--- src/rtl/pipe_stall_ctrl_pkg.sv ---
// Shared front-end pipeline definitions: NOP encoding, PC step, action/state codes.
package pipe_stall_ctrl_pkg;
  localparam logic [31:0] NOP_INSTR  = 32'h0;
  localparam int          PC_STEP    = 4;
  localparam int          CTRL_W_DEF = 9;
  localparam int          CS_W       = 8;

  typedef enum logic [1:0] {
    ST_RUN   = 2'd0,
    ST_STALL = 2'd1,
    ST_FLUSH = 2'd2
  } state_e;
endpackage

--- src/rtl/pipe_stall_ctrl_sat_counter.sv ---
// Saturating up-counter used for stall/flush statistics; holds at all-ones.
module sat_counter #(
  parameter int W = 16
) (
  input  logic         clk,
  input  logic         reset,
  input  logic         inc,
  output logic [W-1:0] count
);
  always_ff @(posedge clk or posedge reset) begin
    if (reset)
      count <= '0;
    else if (inc && (count != '1))
      count <= count + W'(1);
  end
endmodule

--- src/rtl/pipe_stall_ctrl.sv ---
// Front-of-pipe responder for the load-use hazard handshake: owns PC, IF/ID and
// the ID/EX control field, applies branch flushes and flags contract violations.
module pipe_stall_ctrl
  import pipe_stall_ctrl_pkg::*;
#(
  parameter int              PC_W      = 32,
  parameter int              CTRL_W    = CTRL_W_DEF,
  parameter logic [PC_W-1:0] RESET_PC  = '0,
  parameter int              CNT_W     = 16,
  parameter int              MAX_STALL = 1
) (
  input  logic              clk,
  input  logic              reset,
  input  logic [PC_W-1:0]   imem_instr,
  input  logic [CTRL_W-1:0] id_ctrl,
  input  logic              ex_bubble,
  input  logic              pc_write,
  input  logic              ifid_write,
  input  logic              ex_branch_taken,
  input  logic [PC_W-1:0]   ex_branch_target,
  output logic [PC_W-1:0]   pc,
  output logic [PC_W-1:0]   ifid_instr,
  output logic [PC_W-1:0]   ifid_pc4,
  output logic [CTRL_W-1:0] idex_ctrl,
  output logic [1:0]        fsm_state,
  output logic [CNT_W-1:0]  stall_count,
  output logic [CNT_W-1:0]  flush_count,
  output logic              protocol_err
);
  localparam logic [CS_W-1:0] MAX_C = CS_W'(MAX_STALL);

  state_e          state;
  logic [CS_W-1:0] consec_stall;
  logic            is_flush, is_stall, stall_over, viol;
  logic [PC_W-1:0] pc_plus4;

  always_comb begin
    is_flush   = ex_branch_taken;
    is_stall   = !ex_branch_taken && (!pc_write || !ifid_write);
    // this stall would push the run of back-to-back stalls past the limit
    stall_over = is_stall && (consec_stall >= MAX_C);
    viol       = (pc_write != ifid_write) || (ex_bubble == pc_write) || stall_over;
    pc_plus4   = pc + PC_W'(PC_STEP);
  end

  always_ff @(posedge clk or posedge reset) begin
    if (reset) begin
      state        <= ST_RUN;
      pc           <= RESET_PC;
      ifid_instr   <= PC_W'(NOP_INSTR);
      ifid_pc4     <= '0;
      idex_ctrl    <= '0;
      consec_stall <= '0;
      protocol_err <= 1'b0;
    end else begin
      if (viol)
        protocol_err <= 1'b1;
      if (is_flush) begin
        state        <= ST_FLUSH;
        pc           <= ex_branch_target;
        ifid_instr   <= PC_W'(NOP_INSTR);
        ifid_pc4     <= '0;
        idex_ctrl    <= '0;
        consec_stall <= '0;
      end else if (is_stall) begin
        state     <= ST_STALL;
        idex_ctrl <= '0;
        if (consec_stall != '1)
          consec_stall <= consec_stall + CS_W'(1);
      end else begin
        state        <= ST_RUN;
        pc           <= pc_plus4;
        ifid_instr   <= imem_instr;
        ifid_pc4     <= pc_plus4;
        idex_ctrl    <= ex_bubble ? '0 : id_ctrl;
        consec_stall <= '0;
      end
    end
  end

  assign fsm_state = state;

  sat_counter #(.W(CNT_W)) u_stall_cnt (
    .clk(clk), .reset(reset), .inc(is_stall), .count(stall_count)
  );

  sat_counter #(.W(CNT_W)) u_flush_cnt (
    .clk(clk), .reset(reset), .inc(is_flush), .count(flush_count)
  );
endmodule
--- config.mk ---
export PLATFORM = sky130hd
export DESIGN_NAME = pipe_stall_ctrl
export DESIGN_NICKNAME = d
export VERILOG_FILES = /design/src/rtl/pipe_stall_ctrl_pkg.sv /design/src/rtl/pipe_stall_ctrl_sat_counter.sv /design/src/rtl/pipe_stall_ctrl.sv
export SDC_FILE = /design/constraint.sdc
export NUM_CORES = 1
export LEC_CHECK = 0
export CAP_MARGIN = 20
export CORE_MARGIN = 2
export CORE_UTILIZATION = 30
export CTS_CLUSTER_DIAMETER = 200
export CTS_CLUSTER_SIZE = 20
export DETAILED_ROUTE_END_ITERATION = 8
export DONT_BUFFER_PORTS = 1
export PLACE_DENSITY = 0.55
export SLEW_MARGIN = 10
export SYNTH_ARGS = -nofsm -noshare
export SYNTH_HDL_FRONTEND = slang
export SYNTH_SLANG_ARGS = --single-unit
--- constraint.sdc ---
create_clock -name clk -period 4.15 [get_ports clk]
set_input_delay 0.2075 -clock clk [delete_from_list [all_inputs] [get_ports clk]]
set_output_delay 0.2075 -clock clk [all_outputs]
set_load 0.03 [all_outputs]
# == Word-level counts from Yosys, hierarchy flattened ==
# Index checks and enable logic that the tools add are counted.
# totals
ff_bits,148
in_bits,79
output_inout_bits,140
# classes
n_addsub,4
magnitude_cmp,1
n_eq_ne,7
mux,13
reduce_logical,10
# ops
cell,count
$mux 32,5
$add 16x1->16 const B,2
$add 32x3->32 const B,1
$ne 16x16->1 const B,2
$mux 9,3
$mux 8,3
$add 8x1->8 const B,1
$ge 8x1->1 const B,1
$ne 8x8->1 const B,1
$logic_and 1x1->1,4
$logic_not 1->1,3
$logic_or 1x1->1,3
$ne 3x3->1 const B,1
$mux 2,1
$ne 2x2->1 const B,1
$eq 1x1->1,1
$mux 1,1
$ne 1x1->1,1

# == Logic depth before layout (Yosys ltp) ==
# Gate-level depths: netlist (run 1).
# logic_depth
word_depth,5
ltp_mapped,7

# == Cells and area by module ==
# From an unflattened synthesis (run 1), not the netlist that was laid out.
# unflattened
cells_unflattened,678
hier_area_um2,7201.9
# modules_own_cells
mod,instances,cells_per_inst,area_per_inst_um2
pipe_stall_ctrl,1,536,5590.4
sat_counter,2,71,805.8

# == Worst setup path before layout (run 1) ==
# No wires, ideal clock.
# synth_path
kind,register -> register
startpoint,reg pc[2]
endpoint,reg ifid_pc4[28]
setup_ns,0.099
arrival_time_ns,2.198
t_required_ns,4.051
slack_ns,1.852
path_stages_with_launch,8
cell_sequence,dfrtp_1 ha_1 and3_1 buf_2 nand3_1 clkbuf_1 or4_1 a311oi_1
# synth_between
elab_chain_cells,3
# synth_rtl
element,line,rtl
from (decl),pipe_stall_ctrl.sv:21,"output logic [PC_W-1:0] pc,"
from (signal assigned),pipe_stall_ctrl.sv:60,pc <= ex_branch_target;
from (signal assigned),pipe_stall_ctrl.sv:72,pc <= pc_plus4;
$add 32x3->32,pipe_stall_ctrl.sv:43,pc_plus4 = pc + PC_W'(PC_STEP);
$mux 32,pipe_stall_ctrl.sv:65,end else if (is_stall) begin
$mux 32,pipe_stall_ctrl.sv:58,if (is_flush) begin
to (signal assigned),pipe_stall_ctrl.sv:74,ifid_pc4 <= pc_plus4;
to (decl),pipe_stall_ctrl.sv:23,"output logic [PC_W-1:0] ifid_pc4,"
# Every way passes these cells. The select of a mux whose other input is x is not followed.
# A chain may end at the register's enable or synchronous reset.

# == Final worst setup path (run 1) ==
# layout_path
startpoint,in pc_write
endpoint,reg pc[31]
# layout_between
elab_chain_cells,4
# layout_rtl
element,line,rtl
from (decl),pipe_stall_ctrl.sv:17,"input logic pc_write,"
$logic_not 1->1,pipe_stall_ctrl.sv:39,is_stall = !ex_branch_taken && (!pc_write || !ifid_write);
$logic_or 1x1->1,pipe_stall_ctrl.sv:39,
$logic_and 1x1->1,pipe_stall_ctrl.sv:39,
$ne 2x2->1 (no line),--,
# Every way passes these cells.

==> impl_results.md, run 1 <==
- Status: complete, no violations
- Pwr/cell area: approximately 440 nW/um^2
- Syn nets: just over 800
- Synth Area in Adders: under 10%
- Warnings from Yosys: 0
- Post-synth top area cell: dfrtp_1
- Root buf cell: clkbuf_16
- Min Tclk post-route: 2911 ps
- DR vias/cell: 5.247
- Final WL: 21810 um
- Cts bufs inserted: 17
- Global-route wire length before repair: 34740 um
- Initial antenna violation count: 0
- Multi-input logic area: 3405 sq um
- Routed length per instance: around 19 um
- Synth top area share: roughly half
- Post-CTS setup buffer count: 0
- XOR/XNOR Fraction of Synth Area: roughly 5.5%
- Final Setup Violations: 0
- Top-count cell post-synth: dfrtp_1
- Fmax: approximately 340 MHz
- Asr flop ratio synth: 100.0%
- Worst-skew pair later-pin latency: 420 ps
- Post-Route Setup TNS: 0 ps
- Synth Register Bits: ~150
- Final ANT Viol Nets: 0
- Simple-gate share of the synthesized area: 22.24%
- I/O Pins: about 220
- Sequential cell area: 3704 sq um
- Residual DRC: 0
- Maximum root-to-sink buffer count: 2
- Clock skew: 9.543 ps
- Main combinational cell family by area after synthesis: simple AND/OR/NAND/NOR gates
- R2r startpoint: pc[2]
- CTS Hold Bufs: between 70 and 80
- DP HPWL: 14600 um
- Period utilization: 70.14%
- Area growth, synth to finish: 22.25%
- Finished layout cell area: 8984 sq um
- Crit Path Class: input port to flop
- # rows: 57
- Hold path endpoint: fsm_state[1]
- IO buf count: 0
- H-tree Lvls: 4
- Mapped cell area: 7348 sq um
- Core Area: 24180 sq um
- Total track usage: 17.15%
- Post-CTS resize count: 0
- DP Area: 7597 sq um
- Final Hold Viols: 0
- Synthesized area per cell: between 9 and 10 sq um
- Hold Startpoint: ex_branch_taken
- Required time of the worst setup path: 4490 ps
- WHS Path Cells: 1
- Grt ovf: 0
- Main area contributors after synthesis: dfrtp_1, mux2i_1, nor2_1
- CP Launch Point: pc_write
- Largest net degree at the start of global routing: 105
- Slew Limit Fails: 0
- Total power: about 4 mW
- Fraction of final layout cells sized beyond drive strength 1: 7.169%
- Starting Density: 30.39%
- 1st-pass router iterations: 4
- RR Endpoint: ifid_pc4[28]
- Gpl congestion: 0.7604
- Compound-Gate Fraction of Synth Area: 11.44%
- Sequential fraction of the synthesis area: 50.40%
- Met3 usage: 6.327%
- Leakage: 3.590 nW
- Worst VDD drop: 199.9 uV
- Die Span X: between 150 and 200 um
- Layout Utilization: 37.16%
- Final nets: 882
- Die area: 25760 sq um
- Antenna Cells: 0
- FF-to-FF path depth: 5
- Top cells by count, synth: dfrtp_1, nor2_1, nand2_1
- Filler instances: approximately 2400
- Slew @ Worst Pin: 1008 ps
- GR Util met2: 27.12%
- CTS sink count: 148
- Chip height: 160.5 um
- Most utilized layer in the global route result: met2
- CTS tree: built
- Met1 GRT Util: 21.86%
- Mapped Cells: ~740
- Clk slew on worst S/H paths: around 60 ps
- Reg2Reg Setup Slack: 1380 ps
- Crit path max fanout: between 70 and 80
- Post-synthesis mux area share: 5.806%
- Hold Path Class: input port to flop
- Unrepaired setup endpoints after global routing: false
- Post-synth EDFFs: 0
- Maxcap violations: 0
- CP arrival: 3250 ps
- Max_slew headroom: between 30% and 40%
- Unique masters post-synth: 58
- Critical Path End Type: flop
- Vias in the first global route: just under 6000
- Initial drt markers: around 350
- Synth Flop Type: dfrtp_1
- Crit path launch type: input port
- Vias: 5945
==> state kept, by name, summed over array words and instances, names as in the netlist <==
signal / flops
ifid_instr: 32
ifid_pc4: 32
pc: 32
u_flush_cnt.count: 16
u_stall_cnt.count: 16
idex_ctrl: 9
consec_stall: 8
fsm_state: 2
protocol_err: 1
==> how the worst max path moves through the flow <==
stage | end | depth (start not counted)
floorplan | ifid_pc4[28] | 7
global placement | pc[31] | 5
detailed placement | ifid_pc4[28] | 5
CTS | pc[31] | 6
global route | pc[31] | 6
finish | pc[31] | 6
==> kinds of logic after synthesis <==
kind of cell,after synthesis
DFF,148
adders and majority gates,7
buffers and inverters,62
muxes,42
and+or+nand+nor,313
AOI/OAI and AO/OA,123
xor gates and xnor gates,46
==> area by class of cell <==
class / count / share of cell area [%]
Multi-Input combinational cell: 531 / 37.90
Sequential cell: 148 / 41.23
Timing Repair Buffer: 84 / 9.638
Clock buffer: 17 / 4.735
Clock inverter: 15 / 1.365
Inverter: 14 / 0.6267
Tap cell: 324 / 4.513
==> per-stage QoR <==
| step | worst slack [ps] | hold slack (ps) | instances |
|---|---|---|---|
| after global routing | 1016 | 94.09 | 1133 |
| after CTS | 1236 | 64.89 | 1130 |
| after detailed placement | 1438 | 242.3 | 1019 |
| after floorplan | 1852 | 238.9 | 741 |
| after global placement | 1493 | 243.3 | 1019 |
| final | 1239 | 75.42 | 1133 |
==> worst max-delay path, stage by stage <==
cell and delay, ps:
dlygate4sd3_1 610, ha_4 480, buf_4 760, nand3_1 360, or4_1 590, a31oi_1 170
==> placed cells by master (no fill, tap or decap), types with 5 or more instances in the layout <==
cell type and n:
mux2i_1 37, clkbuf_16 17, o31ai_1 16, o21ai_0 27, nor3_1 11, a21oi_1 13, nand4_1 26, mux2_2 5
inv_1 12, and3_1 14, and4_1 7, dlygate4sd3_1 78, nor2_1 91, and2_1 11, or3_1 11, inv_6 5
ha_1 6, or4_1 18, nand3_1 36, o211ai_1 7, xor2_1 25, a31oi_1 15, nor4_1 18, a311oi_1 14
nand2_1 51, dfrtp_1 148, xnor2_1 21, a211oi_1 15
==> report_power, final <==
group	switching [mW]	internal [mW]	total, mW
sequential	0.509	1.57	2.08
clock	0.672	0.781	1.45
combinational	0.233	0.218	0.451
==> layer usage <==
layer | share of wire (%) | wire [um]
met1 | 43 | 9294
met2 | 47 | 10220
met3 | 8.8 | 1930
met4 | 1.7 | 366
met5 | 0 | 0
No activity file was read; power rests on OpenSTA's default activity.
==> run 2: changes to the inputs <==
Settings changed: ABC_AREA from default to 1, PLACE_DENSITY 0.55 to 0.54.
Clock period 4.15 ns to 2.7 ns, I/O delays scaled along.
==> run 2 against run 1 <==
Via count decreased by 0.12%. Sequential power increased by 61%. Design area is 0.29% lower. Power grew 72%. Combinational power rose by 88%. Register-to-register slack lost 660 ps. First-iteration DRC count rose by 6.3%. Sequential share of layout area rose by 0.12 points. Clock-buffer cell count is 1 higher. Clock power up 85%. Area after synthesis fell by 2.4%. Critical path type unchanged. Critical endpoint is now idex_ctrl[8].
==> impl_results.md, run 2 <==
- Status: complete, no violations
- Total track usage: 16.65%
- Worst VDD drop: around 400 uV
- Leakage: 4.219 nW
- Chip height: 158.6 um
- Initial drt markers: 373
- Fraction of final layout cells sized beyond drive strength 1: roughly 8.5%
- Hold Path Class: input port to flop
- Required time of the worst setup path: 3040 ps
- Maximum root-to-sink buffer count: 2
- Gpl congestion: 0.8049
- Final Setup Violations: 0
- Slew Limit Fails: 0
- Commonest non-fill, non-tap cell in the layout: nand2_1
- Post-synth top area cell: dfrtp_1
- Power share of the clock group: between 30% and 40%
- Internal power: 4.500 mW
- Top cells by count, synth: nand2_1, dfrtp_1, nor2_1
- Final Hold Viols: 0
- 1st-pass router iterations: 4
- Flop pwr share: 48.6%
- WHS: ~38 ps
- DP HPWL: 14710 um
- Synth top area share: 51.62%
- Die area: 25170 sq um
- Residual DRC: 0
- Die Span X: ~160 um
- Root buf cell: clkbuf_16
- Vias in the first global route: 5818
- Unrepaired setup endpoints after global routing: false
- Area growth, synth to finish: 24.85%
- Combinational group share of total power: 12.3%
- Largest net degree at the start of global routing: 85
- Fmax: between 400 and 500 MHz
- CTS sink count: approximately 150
- Main area contributors after synthesis: dfrtp_1, nand2_1, a22o_1
- Warnings from Yosys: 0
- Slew @ Worst Pin: 684.2 ps
- CTS tree: built
- Crit Path Class: input port to flop
- Crit path launch type: input port
- Clock skew: 12.56 ps
- Worst path cell trace: dlygate4sd3_1 > buf_12 > nor2_8 > nor2_4 > inv_2 > or2_1 > nor2_1
- Routed length per instance: approximately 17 um
- Biggest regs: ifid_instr (32), ifid_pc4 (32), pc (32)
- CP arrival: 2470 ps
- Antenna Cells: 0
- Crit path max fanout: 37
- Synthesized area per cell: 8.521 sq um
- Core Area: 23470 sq um
- Synth Flop Type: dfrtp_1
- Net Sw Power: 2.371 mW
- # rows: 56
- Unique masters post-synth: 38
- Asr flop ratio synth: 100.0%
- Period utilization: 78.62%
- Top-count cell post-synth: nand2_1
- Min Tclk post-route: 2123 ps
- Final ANT Viol Nets: 0
- Worst-skew pair later-pin latency: 430 ps
- Grt ovf: 0
- Synth Register Bits: around 150
- Pwr/cell area: about 770 nW/um^2
- Critical Path End Type: flop
- Mapped Cells: around 840
- Syn nets: 928
- Post-CTS resize count: 0
- DR vias/cell: 4.747
- Clk slew on worst S/H paths: 70 ps
- Initial antenna violation count: 1
- Critical path's slowest cell: dlygate4sd3_1
- Largest stage delay on the critical path: approximately 590 ps
- H-tree Lvls: 4
- Starting Density: between 30 and 40%
- I/O Pins: between 200 and 250
- Final nets: roughly 1000
- Mapped cell area: just over 7000 sq um
- Post-synth EDFFs: 0
- Global-route wire length before repair: 31870 um
- Maxcap violations: 0
- Sequential fraction of the synthesis area: 51.62%
- Vias: 5938
- Max_slew headroom: 54.28%
- IO buf count: 0
- Final WL: 20920 um
- Sw frac: 34.51%
- Most frequent cells in the layout: nand2_1, dfrtp_1, dlygate4sd3_1, nor2_1, inv_1
- Cts bufs inserted: 17
- Post-Route Setup TNS: 0 ps
## run 2: cell count changes after synthesis, moves of 16 or more
cell	change
inv_1	+47
or4_1	-18
mux2i_1	-37
nand2_1	+246
o31ai_1	-16
a22oi_1	+22
nor2_1	-19
nor4_1	-17
a22o_1	+32
clkbuf_1	-25
## run 2: worst paths after layout
check                                          start               endpoint  slack (ps)  cells after the start
worst max register to register  u_flush_cnt.count[0]  u_flush_cnt.count[10]         720                     10
worst min-delay path                 ex_branch_taken            ifid_pc4[2]          40                      3
max in group asynchronous                      reset                  pc[7]        1960                      3
min in group asynchronous                      reset  u_flush_cnt.count[12]         320                      3
worst max-delay path                 ex_branch_taken           idex_ctrl[8]         580                      7
worst min register to register       consec_stall[2]        consec_stall[2]         610                      1
## run 2: through the flow
step	instances	cell area, sq um	power, mW	setup slack [ps]	util (%)
2_1_floorplan	842	7178	3.870	704.0	-
3_3_place_gp	1141	7501	4.123	705.5	31.96
3_5_place_dp	1141	7501	4.137	710.6	31.96
4_1_cts	1251	8957	6.960	625.3	38.16
5_1_grt	1251	8957	7.228	470.4	38.16
6_report	1251	8957	6.872	577.3	38.16
## run 2: repair_timing
item / CTS / global route
hold endpoints to repair: 239 / 0
hold buffers: 78 / 0
buffers inserted: 0 / 0
## run 2: logic make-up (layout without fill, tap and decap cells)
group	Yosys count	count (layout)	share of synthesized area, %
AND/OR/NAND/NOR	468	468	28.15
flip-flops	148	148	51.62
AO/OA/AOI/OAI	95	95	9.679
buffers and inverters	93	183	5.546
XOR/XNOR	31	31	3.784
adder cells (fa/ha/maj)	7	7	1.221
## run 2: final cells by class
class	count	area [sq um]
tap	319	399.1
sequential	148	3704
clock inverter	14	226.5
clock buffer	18	439.2
multi-input combinational	601	3073
inverter	67	255.2
fill	2391	14520
timing repair buffer	84	860.8
## run 2: routing by layer
metal  share of wire (%)  track usage, %
met5                0.11               0
met3                 7.3           5.280
met1                  45           21.95
met4                 1.6           5.363
met2                  46           25.97
## run 2: power groups by stage
stage	registers [mW]	logic (mW)	clock network, mW
5_1_grt	3.39	0.974	2.86
6_report	3.34	0.848	2.68
3_3_place_gp	3.39	0.734	0
2_1_floorplan	3.26	0.605	0
4_1_cts	3.35	0.859	2.75
3_5_place_dp	3.39	0.745	0
## run 2: worst max-delay path, delay by kind of cell
family	cells	cell delay, ps
buffers and inverters	3	990
AND/OR/NAND/NOR	4	1280
